$ cat config.mk
export PLATFORM = sky130hd
export DESIGN_NAME = blade_env_responder
export DESIGN_NICKNAME = d
export VERILOG_FILES = /design/src/rtl/blade_env_responder.sv
export SDC_FILE = /design/constraint.sdc
export NUM_CORES = 1
export LEC_CHECK = 0
export ABC_AREA = 1
export CORE_MARGIN = 4
export CORE_UTILIZATION = 25
export CTS_CLUSTER_DIAMETER = 60
export DETAILED_ROUTE_END_ITERATION = 12
export GPL_TIMING_DRIVEN = 0
export PLACE_DENSITY = 0.51
export SYNTH_ARGS = -nofsm -noshare
export SYNTH_HDL_FRONTEND = slang
export SYNTH_SLANG_ARGS = --single-unit
$ cat constraint.sdc
create_clock -name clk -period 1.7 [get_ports clk]
set_input_delay 0.17 -clock clk [delete_from_list [all_inputs] [get_ports clk]]
set_output_delay 0.17 -clock clk [all_outputs]
set_load 0.05 [all_outputs]
$ cat src/rtl/blade_env_responder.sv
// blade_env_responder
//   Clocked responder for the right-side and error-detect handshakes of the async pipeline
//   controller. Acknowledges Rreq (4-phase, programmable delay) and LEreq (pure delay), and
//   answers each sample pulse with a dual-rail Err1/Err0 verdict.
// Ports
//   clk           responder clock
//   rst_n         asynchronous active-low reset (assert async, release synchronised)
//   Rreq / Rack   right request (async) / acknowledge
//   LEreq / LEack error-latch request (async) / acknowledge
//   sample        error-sample strobe (async)
//   err_inject    synchronous; 1 = report an error on the next sample
//   Err1 / Err0   dual-rail verdict (error / no error), spacer = both 0
//   token_count   completed right-side handshakes, wraps silently
//   protocol_err  sticky: Rreq withdrawn before Rack
module blade_env_responder #(
  parameter int unsigned ACK_DELAY = 4,
  parameter int unsigned ERR_DELAY = 2,
  parameter int unsigned CNT_W     = 16
) (
  input  logic             clk,
  input  logic             rst_n,
  input  logic             Rreq,
  output logic             Rack,
  input  logic             LEreq,
  output logic             LEack,
  input  logic             sample,
  input  logic             err_inject,
  output logic             Err1,
  output logic             Err0,
  output logic [CNT_W-1:0] token_count,
  output logic             protocol_err
);

  // Counters hold "remaining waits - 1" so a load of 0 fires on the very next edge, giving
  // ACK_DELAY+3 / ERR_DELAY+3 edges end to end. A delay of 0 bypasses the wait state.
  localparam logic [7:0] AckLoad = (ACK_DELAY == 0) ? 8'd0 : 8'(ACK_DELAY - 1);
  localparam logic [7:0] ErrLoad = (ERR_DELAY == 0) ? 8'd0 : 8'(ERR_DELAY - 1);

  typedef enum logic [1:0] {StIdle, StAckWait, StAcked, StRelWait} r_state_e;

  // Reset: asserted asynchronously, released two clk edges after rst_n rises.
  logic [1:0] rst_sync_q;
  logic       rst_int_n;

  always_ff @(posedge clk or negedge rst_n) begin
    if (!rst_n) rst_sync_q <= 2'b00;
    else        rst_sync_q <= {rst_sync_q[0], 1'b1};
  end
  assign rst_int_n = rst_sync_q[1];

  // Input synchronisers run on the raw reset so they are already filled when the core leaves
  // reset; their own inputs are asynchronous anyway.
  logic [2:0] meta_q, sync_q;
  logic       rreq_s, lereq_s, sample_s;

  always_ff @(posedge clk or negedge rst_n) begin
    if (!rst_n) begin
      meta_q <= '0;
      sync_q <= '0;
    end else begin
      meta_q <= {Rreq, LEreq, sample};
      sync_q <= meta_q;
    end
  end
  assign {rreq_s, lereq_s, sample_s} = sync_q;

  // R channel
  r_state_e   state_q, state_d;
  logic [7:0] dly_q, dly_d;
  logic       rack_q, rack_d;
  logic       perr_q, perr_d;
  logic [CNT_W-1:0] cnt_q, cnt_d;

  always_comb begin
    state_d = state_q;
    dly_d   = dly_q;
    rack_d  = rack_q;
    perr_d  = perr_q;
    cnt_d   = cnt_q;
    unique case (state_q)
      StIdle: begin
        if (rreq_s) begin
          if (ACK_DELAY == 0) begin
            rack_d  = 1'b1;
            cnt_d   = cnt_q + CNT_W'(1);
            state_d = StAcked;
          end else begin
            dly_d   = AckLoad;
            state_d = StAckWait;
          end
        end
      end
      StAckWait: begin
        if (!rreq_s) perr_d = 1'b1;  // withdrawn early; handshake still completes
        if (dly_q == 8'd0) begin
          rack_d  = 1'b1;
          cnt_d   = cnt_q + CNT_W'(1);
          state_d = StAcked;
        end else begin
          dly_d = dly_q - 8'd1;
        end
      end
      StAcked: begin
        if (!rreq_s) begin
          if (ACK_DELAY == 0) begin
            rack_d  = 1'b0;
            state_d = StIdle;
          end else begin
            dly_d   = AckLoad;
            state_d = StRelWait;
          end
        end
      end
      StRelWait: begin
        if (dly_q == 8'd0) begin
          rack_d  = 1'b0;
          state_d = StIdle;
        end else begin
          dly_d = dly_q - 8'd1;
        end
      end
      default: state_d = StIdle;
    endcase
  end

  // Error channel
  logic       sample_prev_q;
  logic       pend_q, pend_d;
  logic [7:0] edly_q, edly_d;
  logic       err_q, err_d;
  logic       err1_q, err1_d, err0_q, err0_d;

  always_comb begin
    pend_d = pend_q;
    edly_d = edly_q;
    err_d  = err_q;
    err1_d = err1_q;
    err0_d = err0_q;
    if (!sample_s) begin
      // Spacer; also cancels a verdict still counting down.
      err1_d = 1'b0;
      err0_d = 1'b0;
      pend_d = 1'b0;
    end else if (!sample_prev_q) begin
      err_d = err_inject;
      if (ERR_DELAY == 0) begin
        err1_d = err_inject;
        err0_d = ~err_inject;
      end else begin
        edly_d = ErrLoad;
        pend_d = 1'b1;
      end
    end else if (pend_q) begin
      if (edly_q == 8'd0) begin
        err1_d = err_q;
        err0_d = ~err_q;
        pend_d = 1'b0;
      end else begin
        edly_d = edly_q - 8'd1;
      end
    end
  end

  // LE channel is a single register on the synchronised request.
  logic leack_q;

  always_ff @(posedge clk or negedge rst_int_n) begin
    if (!rst_int_n) begin
      state_q       <= StIdle;
      dly_q         <= 8'd0;
      rack_q        <= 1'b0;
      perr_q        <= 1'b0;
      cnt_q         <= '0;
      sample_prev_q <= 1'b0;
      pend_q        <= 1'b0;
      edly_q        <= 8'd0;
      err_q         <= 1'b0;
      err1_q        <= 1'b0;
      err0_q        <= 1'b0;
      leack_q       <= 1'b0;
    end else begin
      state_q       <= state_d;
      dly_q         <= dly_d;
      rack_q        <= rack_d;
      perr_q        <= perr_d;
      cnt_q         <= cnt_d;
      sample_prev_q <= sample_s;
      pend_q        <= pend_d;
      edly_q        <= edly_d;
      err_q         <= err_d;
      err1_q        <= err1_d;
      err0_q        <= err0_d;
      leack_q       <= lereq_s;
    end
  end

  assign Rack         = rack_q;
  assign LEack        = leack_q;
  assign Err1         = err1_q;
  assign Err0         = err0_q;
  assign token_count  = cnt_q;
  assign protocol_err = perr_q;

endmodule
==> impl_results.md <==
- Outcome: finished clean
- Hold Slack: 101 ps
- Min Tclk post-route: 1640 ps
- Max_slew headroom: 66.4%
- Max VDD drop: about 500 uV
- Worst EP arrival: 1470 ps
- Synth area leader: dfrtp_1
- Number of global-route vias before repair: 1975
- Min-delay worst type: in -> async
- Routed Antenna Nets: 0
- Met3 WL post-DR: 211 um
- PD cells: 1480 mW/mm^2
- Full die area: 0.0124 mm^2
- RSZ-0062 raised after global routing: false
- Yosys reg bits: 50
- CTS tree: built
- Clock Path Buffers: 2
- Worst Path Buf+Inv: 1
- Root Driver: clkbuf_8
- Routed wire length: about 5.4 mm
- Ant. Diodes: 0
- Row count: 37
- EDFF count, synth: 0
- First-pass DRT Iterations: 4
- Synth area leaders: dfrtp_1 (47%), nand2_1 (15%), inv_1 (5.5%)
- # IOs: 27
- Yosys top cell area share: 46.9%
- Critical path fanouts, max: 2
- Core Area: about 0.010 mm^2
- Worst slew pin tran: 502 ps
- Post-Syn Area: 0.00267 mm^2
- Final Wtd Congestion: 0.810
- Non-Filler Instances: 506
- Worst-skew pair later-pin latency: 320 ps
- TritonCTS Buffers: 5
- Nets: approximately 380
- Highest routed layer: met4
- Die height: approximately 110 um
- Synth unique cells: 27
- Clock transition at path regs: 100 ps
- Grt total ovfl: 0
- Max-Cap Viols: 0
- Required @ worst endpoint: 1530 ps
- Crit. End Element: output port
- H-tree depth: 2
- CP max-delay cell: clkdlybuf4s50_1
- Ys flop type: dfrtp_1
- WL per Instance: about 11 um
- Post-DP HPWL: 4.08 mm
- Synth async-reset ratio: 100%
- DRC viols: 0
- Top Family by Delay on Critical Path: buffers and inverters
- Synthesized net count: 350
- Area Overhead vs Synth: 20.5%
- Share of layout cells above drive strength 1: between 10% and 20%
- Global-route wire length before repair: 9.49 mm
- Via/cell ratio: 4.17
- Port buffer count: 26
- CP cell instances: clkdlybuf4s50_1
- Clock sink count: 50
- Leak pwr: 1.57 nW
- # fillers: 1132
- Via total after detailed routing: around 2100
- GRT Total Usage: 9.20%
- Sequential area share after synthesis: between 40% and 50%
- M1 WL: 2.72 mm
- Largest net degree at the start of global routing: 36
- Mapped Avg Cell Area: between 7 and 8 um^2
- Die width: between 100 and 150 um
- Cell count after placement: 498
- Setup violators final: 0
- Warnings, synthesis: 0
- FMAX: 611 MHz
- Slew Viols, Final: 0
- Hold Vio Cnt, Final: 0
- Effective utilization at floorplan: 25.7%
- Post-Syn Instances: 335
- Post-CTS setup buffer count: 0
- Initial antenna violation count: 0
- CP startpoint kind: flop
- Met2 wire len: 2.37 mm
- Kind of critical path: reg -> out
- Final period util: between 90 and 100%
- DRT iter0 DRCs: 83
- Final setup skew: about 13 ps
- CP max stage delay: 800 ps
area by class of cell:
class,instances,area (um^2),share of cell area [%]
Clock inverter,3,26.3,0.818
Buffer,2,16.3,0.507
Clock buffer,5,68.8,2.14
Timing Repair Buffer,27,268,8.34
Sequential cell,50,1250,39.0
Multi-Input combinational cell,241,1250,38.9
Inverter,42,160,4.99
Tap cell,136,170,5.30
worst paths after layout:
path / slack, ps / from / depth (start not counted) / endpoint
max: 60 / Err0$_DFFE_PN0P_ / 1 / Err0
min: 100 / rst_n / 1 / sync_q[2]$_DFF_PN0_
max reg2reg: 140 / dly_q[0]$_DFFE_PN0P_ / 9 / dly_q[2]$_DFFE_PN0P_
min reg2reg: 120 / rst_sync_q[1]$_DFF_PN0_ / 0 / dly_q[4]$_DFFE_PN0P_
max in group asynchronous: 1130 / rst_sync_q[1]$_DFF_PN0_ / 1 / token_count[3]$_DFFE_PN0P_
min in group clk: 280 / sample / 1 / meta_q[0]$_DFF_PN0_
cells in the mapped netlist (2+ instances only):
master / n
inv_1: 39
xnor2_1: 3
xor2_1: 8
nor2_2: 6
nor2_1: 31
nand4_1: 6
nor3_1: 2
o21ai_1: 8
dfrtp_1: 50
a21oi_1: 3
nand2_2: 2
or2_2: 2
o21ai_2: 3
o21ai_0: 15
inv_2: 2
nand2_4: 3
nand2_1: 108
ha_1: 9
nand3_1: 24
nor2_4: 4
placed cells by master, fill, tap and decap left out, types with 2 or more instances in the layout:
cell	n
a21oi_1	2
clkbuf_8	5
clkdlybuf4s50_1	7
dfrtp_1	49
dlygate4sd2_1	16
dlymetal6s2s_1	3
ha_1	8
inv_1	39
inv_2	2
inv_6	3
nand2_1	108
nand2_2	2
nand2_4	3
nand3_1	24
nand4_1	6
nor2_1	31
nor2_2	5
nor2_4	5
nor3_1	2
o21ai_0	15
o21ai_1	8
o21ai_2	3
or2_2	2
xnor2_1	3
xor2_1	8
where the power goes:
| group | total (mW) | switching, mW | internal (mW) |
|---|---|---|---|
| sequential | 1.76 | 0.300 | 1.46 |
| combinational | 2.21 | 1.46 | 0.750 |
| clock | 0.769 | 0.462 | 0.307 |
layer usage:
| metal | up-vias | track usage (%) |
|---|---|---|
| li1 | 1115 | - |
| met1 | 956 | 12.6 |
| met2 | 34 | 14.3 |
| met3 | 7 | 1.86 |
| met4 | 0 | 3.65 |
| met5 | - | 0 |
cell families after synthesis:
kind of cell / after synthesis / share of synthesized area [%]
and+or+nand+nor: 190 / 32.3
DFF: 50 / 46.9
buffers and inverters: 44 / 6.62
AOI/OAI and AO/OA: 30 / 6.15
xor gates and xnor gates: 11 / 3.62
adders and majority gates: 9 / 4.23
other: 1 / 0.141
state kept, by name, summed over array words and instances (netlist names), 2 cells and up:
signal       count
token_count     16
dly_q            8
edly_q           8
meta_q           3
sync_q           3
rst_sync_q       2
state_q          2
stage by stage:
step                      setup WS, ps  cell area, um^2  utilization [%]  TNS [ps]  total power, mW
final                             62.6             3210             31.0         0             4.74
after global routing              11.4             3210             31.0         0             5.18
after CTS                         3.86             3190             30.8         0             4.80
after detailed placement          35.5             3120             30.1         0             4.02
after global placement            -262             3100             29.9    -10880             3.98
after floorplan                   38.6             2670                -         0             3.49
timing repair:
action	4_1_cts	5_1_grt
endpoints found under the setup margin	16	18
resized for setup	16	6
hold endpoints to repair	0	0
hold buffers	0	0
Power figures use the tool's default switching activity.
